<file path="src/rtl/set_host_seq.sv">
// set_host_seq: host-side job sequencer that replays pattern-ROM jobs into SET and scores the results.
// Optional build macro STOP_ON_FAIL_EN ends the run right after the first failing job.
module set_host_seq #(
    parameter int NUM_JOBS = 16,
    parameter int ADDR_W   = 4,
    parameter int TIMEOUT  = 255
) (
    input  logic              clk,
    input  logic              rst,
    input  logic              start,
    output logic [ADDR_W-1:0] rom_addr,
    input  logic [45:0]       rom_data,
    output logic              en,
    output logic [23:0]       central,
    output logic [11:0]       radius,
    output logic [1:0]        mode,
    input  logic              busy,
    input  logic              valid,
    input  logic [7:0]        candidate,
    output logic              run_busy,
    output logic              done,
    output logic [ADDR_W:0]   pass_cnt,
    output logic [ADDR_W:0]   fail_cnt,
    output logic [ADDR_W-1:0] first_fail_idx,
    output logic              timeout_flag
);

    typedef enum logic [2:0] {
        S_IDLE, S_FETCH, S_LOAD, S_ISSUE, S_WAIT, S_CHECK, S_GAP, S_DONE
    } state_t;

    localparam logic [ADDR_W-1:0] LAST_IDX  = ADDR_W'(NUM_JOBS - 1);
    localparam logic [ADDR_W-1:0] IDX_ONE   = ADDR_W'(1'b1);
    localparam logic [ADDR_W:0]   CNT_ONE   = (ADDR_W + 1)'(1'b1);
    localparam logic [15:0]       TIMEOUT_W = 16'(TIMEOUT);

    state_t              state_r, state_s;
    logic [ADDR_W-1:0]   index_r;
    logic [15:0]         timer_r;
    logic [15:0]         timer_next_s;
    logic [7:0]          expected_r;
    logic [7:0]          cand_r;
    logic                job_timeout_r;
    logic                timeout_hit_s;
    logic                job_match_s;
    logic                stop_s;
    logic                en_r, done_r, run_busy_r, timeout_flag_r;
    logic [23:0]         central_r;
    logic [11:0]         radius_r;
    logic [1:0]          mode_r;
    logic [ADDR_W:0]     pass_cnt_r, fail_cnt_r;
    logic [ADDR_W-1:0]   first_fail_idx_r;

    // Job scoring terms; the timer value here is the count of cycles elapsed since en.
    always_comb begin
        timer_next_s  = timer_r + 16'd1;
        timeout_hit_s = (timer_next_s == TIMEOUT_W);
        job_match_s   = (!job_timeout_r) && (cand_r == expected_r);
    end

    // Early-termination request: only the stop-on-fail build ends a run before the last job.
    always_comb begin
`ifdef STOP_ON_FAIL_EN
        stop_s = (fail_cnt_r != {(ADDR_W + 1){1'b0}});
`else
        stop_s = 1'b0;
`endif
    end

    // Next-state logic; a valid coinciding with the timeout cycle still wins over the timeout.
    always_comb begin
        state_s = state_r;
        case (state_r)
            S_IDLE:  if (start) state_s = S_FETCH; else state_s = S_IDLE;
            S_FETCH: state_s = S_LOAD;
            S_LOAD:  state_s = S_ISSUE;
            S_ISSUE: state_s = S_WAIT;
            S_WAIT:  if (valid || timeout_hit_s) state_s = S_CHECK; else state_s = S_WAIT;
            S_CHECK: state_s = S_GAP;
            S_GAP: begin
                if (!busy && !valid) begin
                    if ((index_r == LAST_IDX) || stop_s) state_s = S_DONE;
                    else                                state_s = S_FETCH;
                end else begin
                    state_s = S_GAP;
                end
            end
            S_DONE:  state_s = S_IDLE;
            default: state_s = S_IDLE;
        endcase
    end

    // State register.
    always_ff @(posedge clk or posedge rst) begin
        if (rst) state_r <= S_IDLE;
        else     state_r <= state_s;
    end

    // Datapath and registered outputs, updated according to the current state.
    always_ff @(posedge clk or posedge rst) begin
        if (rst) begin
            index_r          <= '0;
            timer_r          <= '0;
            expected_r       <= '0;
            cand_r           <= '0;
            job_timeout_r    <= 1'b0;
            en_r             <= 1'b0;
            done_r           <= 1'b0;
            run_busy_r       <= 1'b0;
            timeout_flag_r   <= 1'b0;
            central_r        <= '0;
            radius_r         <= '0;
            mode_r           <= '0;
            pass_cnt_r       <= '0;
            fail_cnt_r       <= '0;
            first_fail_idx_r <= '0;
        end else begin
            en_r   <= (state_r == S_LOAD);
            done_r <= (state_r == S_GAP) && (state_s == S_DONE);
            case (state_r)
                S_IDLE: begin
                    if (start) begin
                        run_busy_r       <= 1'b1;
                        index_r          <= '0;
                        pass_cnt_r       <= '0;
                        fail_cnt_r       <= '0;
                        first_fail_idx_r <= '0;
                        timeout_flag_r   <= 1'b0;
                    end
                end
                S_LOAD: begin
                    central_r  <= rom_data[45:22];
                    radius_r   <= rom_data[21:10];
                    mode_r     <= rom_data[9:8];
                    expected_r <= rom_data[7:0];
                end
                S_ISSUE: begin
                    timer_r       <= '0;
                    job_timeout_r <= 1'b0;
                end
                S_WAIT: begin
                    timer_r <= timer_next_s;
                    if (valid) begin
                        cand_r <= candidate;
                    end else if (timeout_hit_s) begin
                        job_timeout_r  <= 1'b1;
                        timeout_flag_r <= 1'b1;
                    end
                end
                S_CHECK: begin
                    if (job_match_s) begin
                        pass_cnt_r <= pass_cnt_r + CNT_ONE;
                    end else begin
                        fail_cnt_r <= fail_cnt_r + CNT_ONE;
                        if (fail_cnt_r == {(ADDR_W + 1){1'b0}}) first_fail_idx_r <= index_r;
                    end
                end
                S_GAP: begin
                    if (state_s == S_FETCH)     index_r    <= index_r + IDX_ONE;
                    else if (state_s == S_DONE) run_busy_r <= 1'b0;
                end
                default: begin
                end
            endcase
        end
    end

    assign rom_addr       = index_r;
    assign en             = en_r;
    assign central        = central_r;
    assign radius         = radius_r;
    assign mode           = mode_r;
    assign run_busy       = run_busy_r;
    assign done           = done_r;
    assign pass_cnt       = pass_cnt_r;
    assign fail_cnt       = fail_cnt_r;
    assign first_fail_idx = first_fail_idx_r;
    assign timeout_flag   = timeout_flag_r;

endmodule

</file>
<file path="config.mk">
export PLATFORM = sky130hd
export DESIGN_NAME = set_host_seq
export DESIGN_NICKNAME = d
export VERILOG_FILES = /design/src/rtl/set_host_seq.sv
export SDC_FILE = /design/constraint.sdc
export NUM_CORES = 1
export LEC_CHECK = 0
export ABC_AREA = 1
export CAP_MARGIN = 20
export CORE_ASPECT_RATIO = 0.8
export CORE_MARGIN = 4
export CORE_UTILIZATION = 53
export CTS_CLUSTER_DIAMETER = 60
export CTS_CLUSTER_SIZE = 10
export DETAILED_ROUTE_END_ITERATION = 16
export PLACE_DENSITY_LB_ADDON = 0.08
export RECOVER_POWER = 50
export SYNTH_ARGS = -nofsm -noshare
export SYNTH_HDL_FRONTEND = slang
export SYNTH_SLANG_ARGS = --single-unit
</file>
<file path="constraint.sdc">
create_clock -name clk -period 6.2 [get_ports clk]
set_input_delay 1.55 -clock clk [delete_from_list [all_inputs] [get_ports clk]]
set_output_delay 1.55 -clock clk [all_outputs]
set_load 0.05 [all_outputs]
</file>
==> metrics.cfg <==
[yosys]
syn_nets=614
synth_top_family_by_area=simple AND/OR/NAND/NOR gates
ys.warnings.count=0
synth_simple_gate_area_share_pct=30.89
yosysTopAreaCell=dfrtp_1
syn_inst=549
avgSynthCellArea_um2=8.205
netlist_area_um2=4504
yosysMostFrequentCell=nand2_1
synth_top_area_share_pct=53.33
synth.distinct_cells=35
synth-xor-area-share_pct=1.361
synth_compound_area_share_pct=6.167
synth-edff-count=0
synthArstFlopShare_pct=100.0
synth.area.mux_share_pct=1.500
synth_seq_cells=96
synth_area_leaders=dfrtp_1, nand2_1, inv_1
yosysSeqAreaShare_pct=53.33
synth_ff_type=dfrtp_1
synthTopCellsByCount=nand2_1, dfrtp_1, inv_1, o21ai_0
synthAdderAreaFrac_pct=1.667

[clocking]
insertion_delay_ns=0.35
numCtsBuffers=9
max-clock-path-buffers=2
cts.sinks=96
cts_resized=0
cts_setup_buffers=0
cts.clk_slew.worst_paths_ns=0.10
cts_root_buf=clkbuf_8
cts_tree=yes
htree_levels=3
hold_buffers=0

[critical_path]
cp_max_fo=16
path_delay_family=simple AND/OR/NAND/NOR gates
worstPathCellList=nor3_1, inv_1, nand2_1, nor3_2, nand4_2, nand2_1, nand2_1
crit_arrival_ns=3.68
worstSetupPathType=reg -> reg
critPathMostFrequentCell=nand2_1
crit_path_top_delay_cell=nor3_1
start_kind=flop
crit_buf_inv=1
end_kind=flop
worstPathRequired_ns=6.48
slowest_delay_ns=1.32

[place]
gp_congestion=0.8482
dp_hpwl_um=7936
place_inst=765
portBuffers=118

[grt]
antenna_found_initial=0
grt_max_degree=62
grt_overflow_total=0
track_usage_pct=21.97
grt_pass1_wl_um=18530
grt_pass1_vias=3860

[sta]
tns_ns=0
report.final.slew_viol_count=17
rsz0062_at_grt=false
fmax_mhz=294.1
hold_viol_final=0
worst_slew_pin_slew_ns=1.686
period_minus_slack_ns=3.401
fin_crit_sh_pct=54.85
slew_headroom_pct=-13.25
fin_skew_ns=0.01093
finalSetupViolations=0

[cells_and_area]
layout-drive-gt1-share_pct=6.825
antennaDiodeCount=0
area_growth_syn_to_layout_pct=33.83
nNetsFinal=734
final_cells=782
fillers=602

[detailed_routing]
highest_layer=met4
ant_nets=0
drtPass1Iterations=5
num_vias=3943
routedWlPerCell_um=13.76
wl_met2_um=5019
remaining_drc_errors=0
drt-met1-wl_um=4811
routed_wl_um=10760
vias_per_cell=5.042
drt_iter0_drc=240
wl_met3_um=795

[status]
violations=max-capacitance violations, max-slew violations
status=finished, violations left

[pwr]
intPower_mw=1.496
power.density_nw_per_um2=480.7
power_frac_comb_pct=51.9
clkPwrFrac_pct=13.5
ir_drop_mv=0.3763
power_frac_seq_pct=34.6
p_switching_mw=1.401
swShare_pct=48.36
total_power_mw=2.898
p_leak_nw=2.802

[floorplan]
rows=29
initial_core_util_pct=55.67
num_io_pins=119
core-area_um2=8092
die_w_um=111.1
fp.dieH_um=90.46
die_area_um2=10050

[run]
drv_cap=1

[min_path]
hold_class=reg -> reg

-- per-stage QoR --
step | hold WS, ns | worst slack (ns) | utilization, % | area, um2
global route | 0.5064 | 2.411 | 74.50 | 6028
CTS | 0.4824 | 2.970 | 74.32 | 6013
floorplan | 0.4586 | 2.145 | - | 4504
finish | 0.4847 | 2.799 | 74.50 | 6028
global placement | 0.4539 | 2.878 | 71.63 | 5796
detailed placement | 0.4576 | 2.838 | 71.97 | 5823
-- per-layer routing --
metal  track usage (%)  vias to the layer above
met5                 0                        -
li1                  -                     1979
met3             6.564                       11
met2             35.05                      116
met4             4.965                        0
met1             29.89                     1837
-- logic make-up after synthesis --
family | Yosys count
flip-flops | 96
adder cells (fa/ha/maj) | 6
AO/OA/AOI/OAI | 50
XOR/XNOR | 7
AND/OR/NAND/NOR | 323
multiplexers | 6
buffers and inverters | 61
-- placed cells by master (no fill, tap or decap), types with 5 or more instances in the layout --
cell / Yosys / final
clkbuf_8: 0 / 10
nand4_1: 12 / 12
clkdlybuf4s50_1: 0 / 115
ha_1: 6 / 6
nor2_1: 30 / 29
xor2_1: 5 / 5
a21oi_1: 7 / 7
o21ai_0: 31 / 33
dfrtp_1: 96 / 96
nand2_1: 228 / 228
mux2_2: 6 / 6
nand3_1: 30 / 30
inv_1: 44 / 44
-- power groups by stage --
stage | Sequential (mW) | Combinational [mW] | Clock [mW]
global placement | 1.00 | 1.46 | 0
finish | 1.00 | 1.50 | 0.392
global route | 1.03 | 1.63 | 0.430
CTS | 1.00 | 1.52 | 0.400
detailed placement | 1.01 | 1.52 | 0
floorplan | 1.49 | 0.513 | 0
-- area by class of cell --
| class | instances | area [um2] | share of cell area (%) |
|---|---|---|---|
| tap | 108 | 135.1 | 2.242 |
| timing repair buffer | 122 | 1244 | 20.63 |
| clock buffer | 10 | 137.6 | 2.283 |
| inverter | 48 | 181.4 | 3.010 |
| clock inverter | 6 | 52.55 | 0.8717 |
| sequential | 96 | 2402 | 39.85 |
| multi-input combinational | 392 | 1876 | 31.11 |
-- worst min-delay path: stages, from the launching register on --
cell	delay, ns
dfrtp_1	0.36
nand2_1	0.05
nand2_1	0.04
-- state kept, by name, summed over array words and instances (netlist names) --
name and cells:
rom_addr 4, mode 2, state_r 3, expected_r 8, cand_r 8, en 1, timer_r 16, first_fail_idx 4
job_timeout_r 1, run_busy 1, fail_cnt 5, central 24, radius 12, timeout_flag 1, pass_cnt 5, done 1
-- final timing paths --
path / startpoint / endpoint / slack, ns / cells after the start
max: state_r[1]$_DFF_PP0_ / rom_addr[1]$_DFFE_PP0P_ / 2.80 / 7
min: radius[0]$_DFFE_PP0P_ / radius[0]$_DFFE_PP0P_ / 0.48 / 2
max reg2reg: state_r[1]$_DFF_PP0_ / rom_addr[1]$_DFFE_PP0P_ / 2.80 / 7
min reg2reg: radius[0]$_DFFE_PP0P_ / radius[0]$_DFFE_PP0P_ / 0.48 / 2
max in group asynchronous: rst / cand_r[2]$_DFFE_PP0P_ / 3.01 / 4
min in group asynchronous: rst / timer_r[7]$_DFFE_PP0P_ / 1.96 / 2
Power figures use the tool's default switching activity.
